## src/rtl/vram_paint_engine_pkg.sv

```systemverilog
// paint_pkg: shared types, colours and clipping helpers for the VRAM paint engine
package paint_pkg;
  localparam int CW = 9;
  typedef enum logic [1:0] {S_CLEAR, S_IDLE, S_PAINT} state_t;
  typedef struct packed {
    logic valid;
    logic [CW-1:0] x;
    logic [CW-1:0] y;
  } touch_t;
  typedef logic [15:0] ILI9341_color_t;
  localparam ILI9341_color_t WHITE = 16'hFFFF;
  localparam ILI9341_color_t RED = 16'hF800;
  localparam ILI9341_color_t GREEN = 16'h07E0;
  typedef struct packed {
    logic [CW-1:0] x0;
    logic [CW-1:0] x1;
    logic [CW-1:0] y0;
    logic [CW-1:0] y1;
  } box_t;
  function automatic logic [CW-1:0] clip_lo(input logic [CW-1:0] v, input logic [CW-1:0] r);
    return v >= r ? v - r : '0;
  endfunction
  function automatic logic [CW-1:0] clip_hi(input logic [CW-1:0] v, input logic [CW-1:0] r, input logic [CW-1:0] m);
    return ({1'b0, v} + {1'b0, r} > {1'b0, m}) ? m : v + r;
  endfunction
endpackage

```

## src/rtl/vram_paint_engine_rr_arbiter.sv

```systemverilog
// rr_arbiter: grants the first requester at or after ptr
module rr_arbiter #(
  parameter int N = 2,
  localparam int IW = N > 1 ? $clog2(N) : 1
) (
  input logic [N-1:0] req,
  input logic [IW-1:0] ptr,
  output logic gnt_valid,
  output logic [IW-1:0] gnt_idx
);
  logic [IW-1:0] j;
  always_comb begin
    gnt_valid = 1'b0;
    gnt_idx = '0;
    j = '0;
    for (int k = N - 1; k >= 0; k--) begin
      j = IW'((int'(ptr) + k) % N);
      if (req[j]) begin
        gnt_valid = 1'b1;
        gnt_idx = j;
      end
    end
  end
endmodule

```

## src/rtl/vram_paint_engine.sv

```systemverilog
// vram_paint_engine: clears the frame buffer and paints clipped square brushes per touch channel
module vram_paint_engine
  import paint_pkg::*;
#(
  parameter int WIDTH = 240,
  parameter int HEIGHT = 320,
  parameter int COLOR_W = 16,
  parameter int N_TOUCH = 2,
  parameter int BRUSH_MAX = 7,
  parameter logic [COLOR_W-1:0] CLEAR_COLOR = COLOR_W'(GREEN),
  localparam int VRAM_L = WIDTH * HEIGHT,
  localparam int AW = $clog2(VRAM_L),
  localparam int BW = $clog2(BRUSH_MAX + 1)
) (
  input logic clk,
  input logic rst,
  input logic clear_req,
  input logic [COLOR_W-1:0] clear_color,
  input logic [BW-1:0] brush_radius,
  input touch_t [N_TOUCH-1:0] touch,
  input logic [N_TOUCH-1:0][COLOR_W-1:0] ink_color,
  output logic vram_wr_ena,
  output logic [AW-1:0] vram_wr_addr,
  output logic [COLOR_W-1:0] vram_wr_data,
  output logic clearing,
  output logic busy
);
  localparam int IW = N_TOUCH > 1 ? $clog2(N_TOUCH) : 1;
  state_t state_q, state_d;
  logic [AW-1:0] pa_q, pa_d, rb_q, rb_d, addr_q, addr_d;
  logic [CW-1:0] cx_q, cx_d, cy_q, cy_d, px_q, px_d, py_q, py_d, x0_q, x0_d, x1_q, x1_d, y1_q, y1_d;
  logic [COLOR_W-1:0] fill_q, fill_d, ink_q, ink_d, data_q, data_d;
  logic [IW-1:0] gnt_q, gnt_d, rr_q, rr_d, gnt_idx;
  logic done_q, done_d, ena_q, ena_d, gnt_valid;
  logic [N_TOUCH-1:0] lv_q, lv_d, pend, val;
  logic [N_TOUCH-1:0][CW-1:0] lx_q, lx_d, ly_q, ly_d;
  logic [CW-1:0] rad;
  logic [AW-1:0] base;
  box_t gbox;
  assign vram_wr_ena = ena_q;
  assign vram_wr_addr = addr_q;
  assign vram_wr_data = data_q;
  assign clearing = state_q == S_CLEAR;
  assign busy = state_q != S_IDLE;
  rr_arbiter #(.N(N_TOUCH)) u_arb (.req(pend), .ptr(rr_q), .gnt_valid(gnt_valid), .gnt_idx(gnt_idx));
  always_comb begin
    pend = '0;
    val = '0;
    for (int i = 0; i < N_TOUCH; i++) begin
      val[i] = touch[i].valid;
      pend[i] = touch[i].valid && ({1'b0, touch[i].x} < (CW+1)'(WIDTH)) && ({1'b0, touch[i].y} < (CW+1)'(HEIGHT))
        && (!lv_q[i] || touch[i].x != lx_q[i] || touch[i].y != ly_q[i]);
    end
  end
  always_comb begin
    rad = CW'((int'(brush_radius) > BRUSH_MAX) ? BRUSH_MAX : int'(brush_radius));
    gbox.x0 = clip_lo(touch[gnt_idx].x, rad);
    gbox.x1 = clip_hi(touch[gnt_idx].x, rad, CW'(WIDTH - 1));
    gbox.y0 = clip_lo(touch[gnt_idx].y, rad);
    gbox.y1 = clip_hi(touch[gnt_idx].y, rad, CW'(HEIGHT - 1));
    base = AW'(gbox.y0) * AW'(WIDTH) + AW'(gbox.x0);
  end
  always_comb begin
    state_d = state_q;
    pa_d = pa_q;
    rb_d = rb_q;
    cx_d = cx_q;
    cy_d = cy_q;
    px_d = px_q;
    py_d = py_q;
    x0_d = x0_q;
    x1_d = x1_q;
    y1_d = y1_q;
    fill_d = fill_q;
    ink_d = ink_q;
    gnt_d = gnt_q;
    rr_d = rr_q;
    done_d = done_q;
    lv_d = lv_q & val;
    lx_d = lx_q;
    ly_d = ly_q;
    ena_d = 1'b0;
    addr_d = addr_q;
    data_d = data_q;
    if (clear_req) begin
      state_d = S_CLEAR;
      fill_d = clear_color;
      ena_d = 1'b1;
      addr_d = '0;
      data_d = clear_color;
      pa_d = AW'(1);
      done_d = 1'b0;
    end else if (state_q == S_CLEAR) begin
      if (done_q) state_d = S_IDLE;
      else begin
        ena_d = 1'b1;
        addr_d = pa_q;
        data_d = fill_q;
        done_d = pa_q == AW'(VRAM_L - 1);
        pa_d = pa_q + 1'b1;
      end
    end else if (state_q == S_IDLE) begin
      if (gnt_valid) begin
        state_d = S_PAINT;
        gnt_d = gnt_idx;
        px_d = touch[gnt_idx].x;
        py_d = touch[gnt_idx].y;
        ink_d = ink_color[gnt_idx];
        x0_d = gbox.x0;
        x1_d = gbox.x1;
        y1_d = gbox.y1;
        cx_d = gbox.x0;
        cy_d = gbox.y0;
        pa_d = base;
        rb_d = base;
        done_d = 1'b0;
      end
    end else if (done_q) begin
      state_d = S_IDLE;
      lv_d[gnt_q] = 1'b1;
      lx_d[gnt_q] = px_q;
      ly_d[gnt_q] = py_q;
      rr_d = gnt_q == IW'(N_TOUCH - 1) ? '0 : gnt_q + 1'b1;
    end else begin
      ena_d = 1'b1;
      addr_d = pa_q;
      data_d = ink_q;
      if (cx_q != x1_q) begin
        cx_d = cx_q + 1'b1;
        pa_d = pa_q + 1'b1;
      end else if (cy_q == y1_q) done_d = 1'b1;
      else begin
        cx_d = x0_q;
        cy_d = cy_q + 1'b1;
        rb_d = rb_q + AW'(WIDTH);
        pa_d = rb_q + AW'(WIDTH);
      end
    end
  end
  always_ff @(posedge clk) begin
    if (rst) begin
      state_q <= S_CLEAR;
      pa_q <= '0;
      rb_q <= '0;
      cx_q <= '0;
      cy_q <= '0;
      px_q <= '0;
      py_q <= '0;
      x0_q <= '0;
      x1_q <= '0;
      y1_q <= '0;
      fill_q <= CLEAR_COLOR;
      ink_q <= '0;
      gnt_q <= '0;
      rr_q <= '0;
      done_q <= 1'b0;
      lv_q <= '0;
      lx_q <= '0;
      ly_q <= '0;
      ena_q <= 1'b0;
      addr_q <= '0;
      data_q <= '0;
    end else begin
      state_q <= state_d;
      pa_q <= pa_d;
      rb_q <= rb_d;
      cx_q <= cx_d;
      cy_q <= cy_d;
      px_q <= px_d;
      py_q <= py_d;
      x0_q <= x0_d;
      x1_q <= x1_d;
      y1_q <= y1_d;
      fill_q <= fill_d;
      ink_q <= ink_d;
      gnt_q <= gnt_d;
      rr_q <= rr_d;
      done_q <= done_d;
      lv_q <= lv_d;
      lx_q <= lx_d;
      ly_q <= ly_d;
      ena_q <= ena_d;
      addr_q <= addr_d;
      data_q <= data_d;
    end
  end
endmodule

```

## config.mk

```make
export PLATFORM = sky130hd
export DESIGN_NAME = vram_paint_engine
export DESIGN_NICKNAME = d
export VERILOG_FILES = /design/src/rtl/vram_paint_engine_pkg.sv /design/src/rtl/vram_paint_engine_rr_arbiter.sv /design/src/rtl/vram_paint_engine.sv
export SDC_FILE = /design/constraint.sdc
export NUM_CORES = 1
export LEC_CHECK = 0
export ABC_AREA = 1
export CAP_MARGIN = 30
export CORE_MARGIN = 2
export CORE_UTILIZATION = 30
export CTS_CLUSTER_SIZE = 30
export DETAILED_ROUTE_END_ITERATION = 8
export GPL_TIMING_DRIVEN = 0
export PLACE_DENSITY = 0.59
export SLEW_MARGIN = 25
export SYNTH_ARGS = -nofsm -noshare
export SYNTH_HDL_FRONTEND = slang
export SYNTH_HIERARCHICAL = 1
export SYNTH_SLANG_ARGS = --single-unit
```

## constraint.sdc

```tcl
create_clock -name clk -period 9.92 [get_ports clk]
set_input_delay 1.984 -clock clk [delete_from_list [all_inputs] [get_ports clk]]
set_output_delay 1.984 -clock clk [all_outputs]
set_load 0.05 [all_outputs]
```

# Yosys cells after proc, flatten, opt, wreduce, memory -nomap -nowiden
# Index checks and enable logic that the tools add are counted.
# Widths: inputs -> output; s select.
# word_totals
register_bits	206
latch_bits	0
mem_bits_rw	0
mem_bits_ro	0
output_inout_bits	36
word_cells	173
mem_count	0
# classes
add_sub_neg	13
multipliers	1
div	0
magnitude_cmp	13
n_eq_ne	24
n_shift	0
n_mux	71
n_bitwise	5
n_reduce_logical	22
# ops
operator	n
$mux 17	13
$mux 9	15
$mux 16	7
$ne 9x9->1	5
$bwmux 18	2
$mux 18	2
$mux 1	22
$add 9x3->10	2
$add 9x1->9 const B	2
$add 9x3->9	2
$ge 9x3->1	2
$lt 9x8->1 const B	2
$lt 9x9->1 const B	2
$sub 9x3->9	2
$add 17x1->17 const B	1
$add 17x8->17 const B	1
$add 17x9->17	1
$eq 17x17->1 const B	1
$mux 2	8
$reduce_and 4->1	4
$mul 9x4->13 const B	1
$ne 2x2->1 const B	6
$ne 3x3->1 const B	4
$gt 10x8->1 const B	1
other kinds (23)	41

# Logic depth before layout (Yosys ltp)
# depth
word_depth	18
ltp_mapped	47
mapped_depth_nobuf	45

# By module
# Netlist, hierarchy kept.
# by_module_without_submodules
module	instances	cells_each	area_each_um2
vram_paint_engine	1	1776	12359.4
rr_arbiter	1	4	18.8

# Worst setup path after synthesis
# No wires, ideal clock.
# synth_timing
path_type	input to register
startpoint	input port touch[1] (netlist bit)
endpoint	register pa_q[13]
setup_ns	0.132
t_arrival_ns	7.836
required_ns	9.788
setup_slack_ns	1.951
stages	38
path_cell_list	inv_1 or2_2 nand4_1 nor4b_1 nand4_1 nor2_1 nor4_1 a21oi_1 buf_6 buf_6 clkbuf_1 nand2_1 nand2_1 ha_1 inv_1 nor2_1 nor2_1 nand4_1 [... 2 more ...] inv_2 nor2_1 inv_1 fa_1 fa_1 inv_1 fa_1 xor2_1 ha_1 nand4_1 o211ai_1 nand3_1 nor2_1 a21oi_1 o21ai_0 nand2_1 nand2_1 a21oi_1
# synth_between
elab_chain_len	16
word_cells_on_any_way	28
# synth_rtl
element	line_no	rtl
from (decl)	vram_paint_engine.sv:20	input touch_t [N_TOUCH-1:0] touch,
$lt 9x9->1 or $ne 9x9->1 (tied branches)	vram_paint_engine.sv:51, vram_paint_engine.sv:52	
$logic_and 1x1->1 or $logic_or 1x1->1 (tied branches)	vram_paint_engine.sv:51, vram_paint_engine.sv:52	
$logic_and 1x1->1 (*)	vram_paint_engine.sv:52	&& (!lv_q[i] || touch[i].x != lx_q[i] || touch[i].y != ly_q[i]);
named net pend[0]	vram_paint_engine.sv:35	logic [N_TOUCH-1:0] lv_q, lv_d, pend, val;
$mux 1 (implied by the code) (2 in series)	vram_paint_engine_rr_arbiter.sv:18	if (req[j]) begin
$mux 1	vram_paint_engine_rr_arbiter.sv:18	
$mux 1 (*)	vram_paint_engine_rr_arbiter.sv:18	
named net gnt_idx	vram_paint_engine.sv:33	logic [IW-1:0] gnt_q, gnt_d, rr_q, rr_d, gnt_idx;
$mux 18 (implied by the code) (*) (2 in series)	vram_paint_engine.sv:59	gbox.y0 = clip_lo(touch[gnt_idx].y, rad);
$sub 9x3->9 or $ge 9x3->1 (tied branches)	vram_paint_engine_pkg.sv:21	return v >= r ? v - r : '0;
$mux 9	vram_paint_engine_pkg.sv:21	
$mul 9x4->13	vram_paint_engine.sv:61	base = AW'(gbox.y0) * AW'(WIDTH) + AW'(gbox.x0);
$add 17x9->17 (*)	vram_paint_engine.sv:61	
$mux 17 (*)	vram_paint_engine.sv:103	if (gnt_valid) begin
$mux 17 (*)	vram_paint_engine.sv:102	end else if (state_q == S_IDLE) begin
$mux 17 (*)	vram_paint_engine.sv:93	end else if (state_q == S_CLEAR) begin
to (signal assigned)	vram_paint_engine.sv:165	pa_q <= pa_d;
to (decl)	vram_paint_engine.sv:30	logic [AW-1:0] pa_q, pa_d, rb_q, rb_d, addr_q, addr_d;
# The timed path passes the listed nets; every way through them passes the cells marked *. The select of a mux whose other input is x is not followed.
# A chain may end at the register's enable or synchronous reset.

# Worst setup path in the final report
# layout_timing
startpoint	input port touch[0] (netlist bit)
endpoint	register pa_q[13]
# The elaborated chain is that of the path after synthesis.

==> flow_summary.toml <==
[outcome]
status = "finished, final reports clean"

[setup_path]
critPathBufInv = 8
arrival_ns = 9.53
crit_slowest_cell = "a21oi_1"
cp_data_required_time_ns = 10.31
critical_path_class = "in -> reg"
cpPeakStageDelay_ns = 0.53
cp-end-kind = "flop"
cp_max_fo = 19
critPathTopFamily = "simple AND/OR/NAND/NOR gates"
cp-start-kind = "input port"

[timing]
skew_ns = 0.02093
slew-limit-headroom = 0.3498
hold_viol = 0
setup_viol = 0
fin_hold_ws_ns = 0.4534
fmax_mhz = 109.3
min_period_ns = 9.146
rsz0062_at_grt = "false"
tightest_slew_ns = 0.9650
final_max_slew_viol_count = 0
fin_crit_sh = 0.9220

[synth]
synth_cell_types = 57
post_synth.cell_area_avg_um2 = 6.954
synth-compound-area-share = 0.1980
muxShareOfSynthArea = 0
synth-seq-cells = 206
synth_top_family_by_area = "simple AND/OR/NAND/NOR gates"
syn_nets = 1929
yosys_warnings = 6
syn_inst = 1780
synthesis.area_um2 = 12380
ys_seq_area_frac = 0.3332
yosys.area_share.xor_xnor = 0.05378
synthAdderAreaFrac = 0.06853
synth-simple-area-share = 0.2492

[placement]
dp.cells = 2439
place.gp.congestion = 0.9153
port_buffers = 127
dpl.hpwl_mm = 31.04

[cts]
hold_buffers = 0
cts_tree = "built"
cts-root-buf = "clkbuf_16"
clock_sinks = 206
cts.path.max_buffers = 3
post_cts_resized = 0
post-cts-setup-buffer-count = 0
htreeDepth = 1
clock_latency_ns = 0.52
cts_buffers = 22
clk_pin_slew_ns = 0.06

[grt]
grt.total_usage = 0.1778
grt_antenna_before_repair = 0
grt_pass1_vias = 11690
grt_overflow = 0
grt_max_degree = 14
grt_pass1_wl_mm = 62.80

[hold_path]
min_path_type = "reg -> reg"

[layout]
drive_gt1_frac = 0.07143
final_common_cell = "nand2_1"
fill_cells = 4347
syn2layout_area_growth_pct = 21.65
mostFrequentLayoutCells = "380 x nand2_1, 206 x dfxtp_1, 204 x inv_1, 167 x o21ai_0, 154 x nor2_1"
stdcell_count = 2479
nets = 2080

[floorplanning]
num_io_pins = 128
die_x_um = 207.1
placement_rows = 74
design.die.area_um2 = 42900
core_area_um2 = 40740
fp.dieH_um = 207.1
initial_utilization = 0.3038

[route]
drtAntennaViolNets = 0
first_iter_violations = 1047
routed_wl_mm = 39.39
wl_per_cell_um = 15.89
drc = 0
viasPerCell = 4.971
vias = 12320
drtPass1Iterations = 6

[flow_run]
drv_cap = 0

[pwr]
peakVddDrop_mv = 0.1018
p_per_area_nw_per_um2 = 170.2
leakagePower_nw = 6.373
## final cells by class
class                   instances  area, um2  share of cell area
multi-input cells            1273       7049              0.4681
flip-flops and latches        206       4124              0.2739
repair buffers                128       1276             0.08475
inverters                     224      848.3             0.05634
clock buffers                  33      691.9             0.04595
well taps                     532      665.6             0.04420
plain buffers                  76      352.8             0.02343
clock inverters                 6      47.55            0.003157
diodes                          1      2.502           0.0001662
## per-layer routing
layer | vias to the layer above | GRT usage | part of all wire
li1 | 6162 | - | -
met1 | 5759 | 0.2530 | 0.48
met2 | 353 | 0.2889 | 0.45
met3 | 49 | 0.02077 | 0.054
met4 | 0 | 0.03695 | 0.018
met5 | - | 0 | 0
## power by group
group	internal [mW]	switching, mW
clock network	0.483	0.361
registers	0.836	0.00461
logic	0.316	0.562
## sequential cells by signal, indices dropped and copies added (netlist names), 16 cells and up
name and count:
fill_q 16, ink_q 16, lx_q 18, ly_q 18, pa_q 17, rb_q 17, vram_wr_addr 17, vram_wr_data 16
## synthesized netlist by cell type, drive strengths merged
cell type | number | area (um2)
a31oi | 47 | 294.0
nand4 | 19 | 133.9
nor4b | 1 | 8.760
nor3 | 22 | 121.4
o221ai | 5 | 43.79
ha | 39 | 488.0
xor2 | 57 | 499.2
o211ai | 25 | 187.7
fa | 18 | 360.4
or2 | 12 | 80.08
nand3b | 5 | 37.54
o21a | 1 | 7.510
o21ai | 188 | 1012
o31ai | 1 | 7.510
a211o | 1 | 8.760
a31o | 1 | 8.760
a221oi | 2 | 17.52
xnor2 | 19 | 166.4
nand3 | 91 | 478.0
o21bai | 7 | 52.55
a211oi | 7 | 52.55
inv | 222 | 840.8
o22ai | 12 | 75.07
dfxtp | 206 | 4124
clkinv | 2 | 7.510
a21oi | 131 | 674.4
nand2 | 388 | 1496
nor3b | 1 | 7.510
nor4 | 9 | 62.56
clkbuf | 43 | 163.9
buf | 34 | 192.7
nor2 | 162 | 651.9
and3 | 1 | 6.260
o2111ai | 1 | 8.760
## worst register-to-register path: cells and delay by family, from the launching register on
| family | cells | cell delay (ns) |
|---|---|---|
| compound gates | 6 | 1.32 |
| xor+xnor | 1 | 0.17 |
| fa+ha+maj | 5 | 2.06 |
| buf+inv | 7 | 0.94 |
| flops | 1 | 0.35 |
| simple gates | 15 | 2.56 |
## worst paths after layout
| path | start | end | slack [ns] | cells past startpoint |
|---|---|---|---|---|
| max | touch[0] | pa_q[13] | 0.77 | 35 |
| min | fill_q[6] | fill_q[6] | 0.45 | 2 |
| max reg2reg | ly_q[1] | pa_q[13] | 2.41 | 34 |
| min reg2reg | fill_q[6] | fill_q[6] | 0.45 | 2 |
## cells by family (layout without fill, tap and decap cells)
group | Yosys count | count (layout)
adder cells (fa/ha/maj) | 57 | 57
AND/OR/NAND/NOR | 711 | 711
flip-flops | 206 | 206
XOR/XNOR | 76 | 76
AO/OA/AOI/OAI | 429 | 429
other | 0 | 1
buffers and inverters | 301 | 467
## metrics by stage
stage,power (mW),utilization,setup slack (ns),area (um2),TNS (ns)
2_1_floorplan,1.516,-,1.951,12380,0
3_5_place_dp,1.734,0.3514,-0.1397,14320,-0.2172
4_1_cts,2.575,0.3695,0.3943,15050,0
3_3_place_gp,1.716,0.3514,-0.1138,14320,-0.1569
5_1_grt,2.746,0.3696,0.02989,15060,0
6_report,2.562,0.3696,0.7739,15060,0
Power figures use the tool's default switching activity.
